===== config.mk =====
export PLATFORM = sky130hd
export DESIGN_NAME = alu_issue_stage
export DESIGN_NICKNAME = d
export VERILOG_FILES = /design/src/rtl/alu_pkg.sv /design/src/rtl/alu_issue_decode.sv /design/src/rtl/alu_issue_stage.sv
export SDC_FILE = /design/constraint.sdc
export NUM_CORES = 1
export LEC_CHECK = 0
export BUFFER_PORTS_ARGS = -buffer_cell sky130_fd_sc_hd__buf_2
export CORE_MARGIN = 3
export CORE_UTILIZATION = 28
export DETAILED_ROUTE_END_ITERATION = 10
export HOLD_SLACK_MARGIN = 0.03
export PLACE_DENSITY = 0.45
export SYNTH_ARGS = -nofsm -noshare
export SYNTH_HDL_FRONTEND = slang
export SYNTH_SLANG_ARGS = --single-unit

===== constraint.sdc =====
create_clock -name clk -period 3.8 [get_ports clk]
set_input_delay 0.38 -clock clk [delete_from_list [all_inputs] [get_ports clk]]
set_output_delay 0.38 -clock clk [all_outputs]
set_load 0.005 [all_outputs]

===== src/rtl/alu_pkg.sv =====
// Shared ALU op codes, RV32I opcode/funct constants and the issue-entry record
// used by the ALU issue stage and its decoder.
package alu_pkg;

  localparam int XLEN  = 32;
  localparam int DEPTH = 2;

  localparam logic [4:0] ADD  = 5'd0;
  localparam logic [4:0] SUB  = 5'd1;
  localparam logic [4:0] AND  = 5'd2;
  localparam logic [4:0] OR   = 5'd3;
  localparam logic [4:0] SLTU = 5'd4;
  localparam logic [4:0] XOR  = 5'd5;
  localparam logic [4:0] SLL  = 5'd6;
  localparam logic [4:0] SRL  = 5'd7;
  localparam logic [4:0] SRA  = 5'd8;
  localparam logic [4:0] SLT  = 5'd9;

  localparam logic [6:0] OPC_OP    = 7'b0110011;
  localparam logic [6:0] OPC_OPIMM = 7'b0010011;
  localparam logic [6:0] OPC_LUI   = 7'b0110111;
  localparam logic [6:0] OPC_AUIPC = 7'b0010111;

  localparam logic [6:0] F7_BASE = 7'h00;
  localparam logic [6:0] F7_ALT  = 7'h20;

  localparam logic [2:0] F3_ADD = 3'b000;
  localparam logic [2:0] F3_SLL = 3'b001;
  localparam logic [2:0] F3_SR  = 3'b101;

  typedef struct packed {
    logic [4:0]      signal;
    logic [XLEN-1:0] a;
    logic [XLEN-1:0] b;
    logic [4:0]      rd;
    logic            wb_en;
    logic            illegal;
  } issue_entry_t;

  localparam issue_entry_t ENTRY_ZERO = '{
    signal:  5'd0,
    a:       32'd0,
    b:       32'd0,
    rd:      5'd0,
    wb_en:   1'b0,
    illegal: 1'b0
  };

  // funct3 -> op when funct7 selects the base (non-alternate) encoding
  function automatic logic [4:0] base_op(input logic [2:0] f3);
    logic [4:0] op;
    case (f3)
      3'b000:  op = ADD;
      3'b001:  op = SLL;
      3'b010:  op = SLT;
      3'b011:  op = SLTU;
      3'b100:  op = XOR;
      3'b101:  op = SRL;
      3'b110:  op = OR;
      3'b111:  op = AND;
      default: op = ADD;
    endcase
    return op;
  endfunction

endpackage


===== src/rtl/alu_issue_decode.sv =====
// Combinational RV32I decoder for OP, OP-IMM, LUI and AUIPC: produces the ALU
// op select, both operands, rd and the write-back/illegal flags.
module alu_issue_decode
  import alu_pkg::*;
(
  input  logic [XLEN-1:0] instr,
  input  logic [XLEN-1:0] pc,
  input  logic [XLEN-1:0] rs1_data,
  input  logic [XLEN-1:0] rs2_data,
  output issue_entry_t    entry
);

  logic [6:0]      opcode_s;
  logic [2:0]      f3_s;
  logic [6:0]      f7_s;
  logic [4:0]      rd_s;
  logic [XLEN-1:0] imm_i_s;
  logic [XLEN-1:0] imm_u_s;
  logic [XLEN-1:0] shamt_s;
  logic [4:0]      signal_s;
  logic [XLEN-1:0] a_s;
  logic [XLEN-1:0] b_s;
  logic            legal_s;

  assign opcode_s = instr[6:0];
  assign rd_s     = instr[11:7];
  assign f3_s     = instr[14:12];
  assign f7_s     = instr[31:25];
  assign imm_i_s  = {{20{instr[31]}}, instr[31:20]};
  assign imm_u_s  = {instr[31:12], 12'd0};
  assign shamt_s  = {27'd0, instr[24:20]};

  // Opcode/funct legality and operand selection
  always_comb begin
    signal_s = ADD;
    a_s      = 32'd0;
    b_s      = 32'd0;
    legal_s  = 1'b0;
    case (opcode_s)
      OPC_OP: begin
        a_s = rs1_data;
        b_s = rs2_data;
        if (f7_s == F7_BASE) begin
          legal_s  = 1'b1;
          signal_s = base_op(f3_s);
        end else if ((f7_s == F7_ALT) && (f3_s == F3_ADD)) begin
          legal_s  = 1'b1;
          signal_s = SUB;
        end else if ((f7_s == F7_ALT) && (f3_s == F3_SR)) begin
          legal_s  = 1'b1;
          signal_s = SRA;
        end else begin
          legal_s  = 1'b0;
        end
      end
      OPC_OPIMM: begin
        a_s      = rs1_data;
        b_s      = imm_i_s;
        signal_s = base_op(f3_s);
        // shift-immediates reuse the funct7 field, so only those are constrained
        if (f3_s == F3_SLL) begin
          b_s     = shamt_s;
          legal_s = (f7_s == F7_BASE);
        end else if (f3_s == F3_SR) begin
          b_s = shamt_s;
          if (f7_s == F7_BASE) begin
            legal_s = 1'b1;
          end else if (f7_s == F7_ALT) begin
            legal_s  = 1'b1;
            signal_s = SRA;
          end else begin
            legal_s = 1'b0;
          end
        end else begin
          legal_s = 1'b1;
        end
      end
      OPC_LUI: begin
        legal_s = 1'b1;
        b_s     = imm_u_s;
      end
      OPC_AUIPC: begin
        legal_s = 1'b1;
        a_s     = pc;
        b_s     = imm_u_s;
      end
      default: begin
        legal_s = 1'b0;
      end
    endcase
  end

  assign entry.signal  = legal_s ? signal_s : ADD;
  assign entry.a       = legal_s ? a_s : 32'd0;
  assign entry.b       = legal_s ? b_s : 32'd0;
  assign entry.rd      = rd_s;
  assign entry.wb_en   = legal_s & (rd_s != 5'd0);
  assign entry.illegal = ~legal_s;

endmodule


===== src/rtl/alu_issue_stage.sv =====
// ALU issue stage: decodes an RV32I instruction and buffers the decoded ALU
// request in a 2-entry skid FIFO with a registered in_ready.
module alu_issue_stage
  import alu_pkg::*;
(
  input  logic            clk,
  input  logic            rst,
  input  logic            flush,
  input  logic            in_valid,
  output logic            in_ready,
  input  logic [XLEN-1:0] in_instr,
  input  logic [XLEN-1:0] in_pc,
  input  logic [XLEN-1:0] in_rs1_data,
  input  logic [XLEN-1:0] in_rs2_data,
  output logic            out_valid,
  input  logic            out_ready,
  output logic [4:0]      out_alu_signal,
  output logic [XLEN-1:0] out_alu_a,
  output logic [XLEN-1:0] out_alu_b,
  output logic [4:0]      out_rd,
  output logic            out_wb_en,
  output logic            out_illegal
);

  issue_entry_t mem_r [DEPTH];
  issue_entry_t dec_s;
  issue_entry_t head_s;
  logic         head_r;
  logic         tail_r;
  logic [1:0]   count_r;
  logic [1:0]   count_next_s;
  logic         in_ready_r;
  logic         push_s;
  logic         pop_s;

  alu_issue_decode u_decode (
    .instr    (in_instr),
    .pc       (in_pc),
    .rs1_data (in_rs1_data),
    .rs2_data (in_rs2_data),
    .entry    (dec_s)
  );

  assign push_s = in_valid & in_ready_r;
  assign pop_s  = (count_r != 2'd0) & out_ready;

  // Occupancy after this edge's push/pop
  always_comb begin
    count_next_s = count_r;
    case ({push_s, pop_s})
      2'b10:   count_next_s = count_r + 2'd1;
      2'b01:   count_next_s = count_r - 2'd1;
      default: count_next_s = count_r;
    endcase
  end

  // FIFO storage, pointers and ready; reset beats flush, flush beats push/pop
  always_ff @(posedge clk) begin
    if (rst) begin
      count_r    <= 2'd0;
      head_r     <= 1'b0;
      tail_r     <= 1'b0;
      in_ready_r <= 1'b0;
      for (int i = 0; i < DEPTH; i++) begin
        mem_r[i] <= ENTRY_ZERO;
      end
    end else if (flush) begin
      count_r    <= 2'd0;
      head_r     <= 1'b0;
      tail_r     <= 1'b0;
      in_ready_r <= 1'b1;
    end else begin
      if (push_s) begin
        mem_r[tail_r] <= dec_s;
        tail_r        <= ~tail_r;
      end
      if (pop_s) begin
        head_r <= ~head_r;
      end
      count_r    <= count_next_s;
      in_ready_r <= (count_next_s < 2'd2);
    end
  end

  assign head_s         = mem_r[head_r];
  assign in_ready       = in_ready_r;
  assign out_valid      = (count_r != 2'd0);
  assign out_alu_signal = head_s.signal;
  assign out_alu_a      = head_s.a;
  assign out_alu_b      = head_s.b;
  assign out_rd         = head_s.rd;
  assign out_wb_en      = head_s.wb_en;
  assign out_illegal    = head_s.illegal;

endmodule


# Word-level counts from Yosys, hierarchy flattened
# Memories as Yosys holds them, arrays and structs flattened. A register that Yosys moved wholly into a read port is not among the register bits.
# Index checks and enable logic that the tools add are counted.
# word_totals
regBits	5
latchBits	0
ramBits	152
romBits	64
inputBits	133
out_inout_bits	78
elab_cells	71
memories	3
# mem_list
name	depth	width	rd	rd_ports_with_merged_regs	write_ports	line	rtl
mem_r	2	76	1	1	2	alu_issue_stage.sv:25	issue_entry_t mem_r [DEPTH];
(name not given)	8	4	1	0	0	alu_pkg.sv:52	case (f3)
(name not given)	8	4	1	0	0	alu_pkg.sv:52	
# classes
n_addsub	2
n_mul	0
div_mod_pow	0
n_lt_le_gt_ge	1
n_eq_ne	9
shift	0
mux	36
bitwise	6
reduce_logical	10
# op_table
cell	n
$mux 32	4
$pmux 32 s3	1
$mux 76	1
$reduce_or 76->1	1
$pmux 32 s2	1
$mux 5	7
$eq 7x6->1 const B	3
$mux 1	18
$eq 7x5->1 const B	2
$pmux 5 s2	1
$logic_not 7->1	1
$reduce_or 2->1	3
$reduce_bool 5->1	1
$mux 4	1
$pmux 2 s2	1
$and 1x1->1	3
$eq 3x1->1 const B	1
$eq 3x3->1 const B	1
$logic_not 3->1	1
$not 1->1	3
$pmux 1 s3	1
$add 2x1->2 const B	1
$eq 2x1->1 const B	1
$eq 2x2->1 const B	1
other kinds (4)	5

# Longest topological paths before layout
# logic_depth
depth_word	8
mapped_depth	7
ltp_nobuf	7

# Cells and area by module
# A second synthesis with hierarchy kept.
# hier_totals
cells_unflattened	657
area_unflattened_um2	8242.9
# by_module_without_submodules
mod	n_inst	cells_each	area_per_inst_um2
alu_issue_stage	1	452	6962.9
alu_issue_decode	1	205	1280.0

# Least setup slack after synthesis
# No wires, ideal clock.
# synth_timing
path_type	input to register
startpoint	in flush
endpoint	mem mem_r[0][0] (netlist bit), enable pin
arrival_time_ns	2.230
t_required_ns	3.399
slack_ns	1.169
stages	4
n_path_buf	1
path_cell_list	or2_2 clkbuf_8 nor3_2 or2_2
# synth_lines
item	line	rtl
start: declaration	alu_issue_stage.sv:8	input logic flush,
end: declaration	alu_issue_stage.sv:25	

==> impl_summary.txt <==
----------------------------------------------------
[Power]
  Static leakage ... 3.83 nW
  Power Density ... 411 nW/um^2
  Worst-case vdd ir drop ... 0.248 mV

[STA]
  Post-route fraction of the period consumed by the critical path ... 67.4%
  RSZ-0062 raised after global routing ... false
  Setup violators final ... 0
  Shortest clock period the worst path allows after layout ... 2.56 ns
  Setup clock skew after layout ... 0.00904 ns
  Slew at the pin closest to its max-slew limit ... 0.919 ns
  Max-slew violation count ... 0
  Maximum clock frequency ... 0.391 GHz
  Final sum of negative setup slack ... 0 ns
  Final hold vios ... 0
  Headroom to the max-slew limit ... 38.8%

[Routing]
  DRC ... 0
  First-pass iteration count of the detailed router ... 4
  Ratio of routed vias to standard cells ... 4.66
  Routed WL per cell ... 18.5 um
  1st-iter DRT viols ... 281
  Antenna violation net count after detailed routing ... 0
  DR vias ... 5714
  Wire length after detailed routing ... 22600 um

[Synthesis]
  Largest area contributor in the netlist ... edfxtp_1
  Post-synth EDFFs ... 150
  Ranking of synthesized cells by instance count ... edfxtp_1, nor3_1, mux2_2
  Most area-consuming cells after synthesis ... edfxtp_1, mux2_2, nor3_2
  Number of flip-flops and latches in the synthesized netlist ... 156
  Area share of the largest cell type after synthesis ... 55.8%
  Number of cells produced by synthesis ... 649
  Mapped Area ... 8080 um^2
  Mean Syn Cell Area ... 12.4 um^2
  Synthesized net count ... 783
  Sequential fraction of the synthesis area ... 57.2%
  Main flop type after synthesis ... edfxtp_1
  Library cell with the highest instance count after synthesis ... edfxtp_1
  Yosys warning count ... 0
  Number of unique standard cell types used by synthesis ... 48
  Fraction of registers with async set/reset ... 0%

[Outcome]
  Result of the run ... finished clean

[Global route]
  Global route overflow ... 0
  First-pass GRT wire length ... 34700 um
  Pin count of the biggest net entering global routing ... 111
  Number of antenna violations at the first check in global routing ... 2
  GRT Resource Usage Total ... 14.7%
  Number of global-route vias before repair ... 5929

[Place]
  Placed wire-length estimate ... 15300 um
  Buffers on Ports ... 209
  Area after DPL ... 9460 um^2
  Routability congestion estimate ... 0.750

[Clock network]
  H-tree depth ... 4
  Clock Sink Count ... 156
  CTS tree ... done
  Number of gates given a new drive strength after cts ... 0
  Root buffer cell ... clkbuf_16
  Setup repair bufs after CTS ... 0
  Cts bufs inserted ... 17
  Source-to-sink clock delay at the later pin of the worst-skew pair ... 0.42 ns
  Max Buffers Root-to-Sink ... 2
  Number of buffers added to fix hold violations after cts ... 0
  Clock-pin transition on the worst setup and hold timing paths ... 0.06 ns

[Layout]
  Area growth, synth to finish ... 24.6%
  Share of layout cells above drive strength 1 ... 46.4%
  Final instance area ... 10100 um^2
  Ant diodes ... 0
  Final #Nets ... 970
  Final Core Density ... 35.8%

[Critical path]
  CP arrival ... 2.18 ns
  Reg-to-reg startpoint ... tail_r$_SDFFE_PP0P_
  Critical path capture point ... out_alu_a[22]
  Worst r2r dst ... mem_r[1][41]$_SDFFCE_PN0P_
  Critical Path Fanout Max ... 49
  Critical path class ... flop to primary output
  Type of destination of the critical path ... primary output
  R2R setup slack ... 1.64 ns
  Worst R2R Path Depth ... 5
  Crit path required time ... 3.42 ns
  Startpoint types ... flop

[Floorplanning]
  Vertical die dimension ... 176 um
  Core Region ... 28100 um^2
  X dimension of the die ... 176 um
  Initial core utilization ... 28.8%
  Number of placed I/O pins ... 211
  Die outline area ... 30900 um^2
  Row cnt ... 61

[Worst hold path]
  Cell count of the worst hold path ... 2
  Worst hold path startpoint ... flush
  Type of the tightest min-delay check ... primary input to flop

[Run]
  Number of max-cap violations ... 0

----------------------------------------------------
per-layer routing:
| metal | routed length (um) | GRT usage, % | vias to the layer above |
|---|---|---|---|
| li1 | - | - | 2774 |
| met1 | 10100 | 19.1 | 2754 |
| met2 | 10800 | 24.3 | 168 |
| met3 | 1510 | 4.45 | 14 |
| met4 | 204 | 3.20 | 4 |
| met5 | 25 | 0 | - |
flip-flops by register name, summed over array words and instances, names as in the netlist, named ones only:
name,cells
mem_r,150
count_r,2
head_r,1
in_ready,1
tail_r,1
worst min-delay path by stage:
stage / to / slack [ns]
4_1_cts: in_ready$_SDFF_PP0_ / 0.18
2_1_floorplan: flop / 0.48
5_1_grt: in_ready$_SDFF_PP0_ / 0.20
3_3_place_gp: flop / 0.49
6_report: in_ready$_SDFF_PP0_ / 0.20
3_5_place_dp: flop / 0.50
critical path: stages (launching register included):
cell and delay, ns:
dfxtp_4 0.84, buf_4 0.38, mux2_2 0.38, buf_2 0.13
stage by stage:
step / instances / hold slack (ns) / worst slack [ns] / total power (W)
after floorplan: 649 / 0.481 / 1.17 / 0.00223
after global placement: 1195 / 0.493 / 0.978 / 0.00244
after detailed placement: 1195 / 0.499 / 0.907 / 0.00244
after CTS: 1227 / 0.181 / 1.16 / 0.00420
after global routing: 1227 / 0.201 / 1.09 / 0.00431
final: 1227 / 0.202 / 1.24 / 0.00414
layout make-up:
class / instances / area [um^2]
Fill cell: 2860 / 18000
Sequential cell: 156 / 4630
Clock buffer: 17 / 425
Clock inverter: 15 / 178
Inverter: 21 / 78.8
Timing Repair Buffer: 225 / 1200
Tap cell: 378 / 473
Multi-Input combinational cell: 415 / 3080
logic make-up (layout without fill, tap and decap cells):
kind of cell / after synthesis / after routing / share of synthesized area, %
DFF: 156 / 156 / 57.2
adders and majority gates: 1 / 1 / 0.155
muxes: 80 / 80 / 11.1
and+or+nand+nor: 247 / 247 / 19.1
xor gates and xnor gates: 6 / 6 / 0.651
AOI/OAI and AO/OA: 80 / 80 / 6.74
buffers and inverters: 78 / 278 / 4.94
other: 1 / 1 / 0.0464
report_power, final:
group,leakage (nW),total [W],switching (W),internal [W]
logic,1.94,0.000429,0.000252,0.000176
registers,1.61,0.00196,0.0000180,0.00194
clock network,0.291,0.00175,0.000759,0.000993
placed cells by master, fill, tap and decap left out, types with 2 or more instances in the layout:
cell type,synthesis,routed
nand2_1,24,24
nor3_1,89,89
nor3b_1,2,2
nor3_2,47,47
nor2b_1,36,35
a21oi_1,35,35
or2_4,0,2
inv_1,21,21
a22o_1,19,19
nand2b_1,3,3
inv_6,0,7
o21ai_0,4,4
mux2i_1,5,5
or4_1,2,2
dfxtp_1,6,5
xor2_1,2,2
nor4_1,3,3
o21a_1,2,2
xnor2_1,4,4
nand3_4,2,2
bufinv_16,0,2
or2_2,4,2
o31ai_1,2,2
clkbuf_16,0,17
nand3_1,5,5
buf_12,0,3
and2_1,11,11
a22oi_1,9,9
buf_4,1,13
nor2_1,14,14
edfxtp_1,150,150
mux2_2,75,75
clkinvlp_4,0,2
buf_2,8,209
Note: power is estimated with default switching activity, not from simulation.
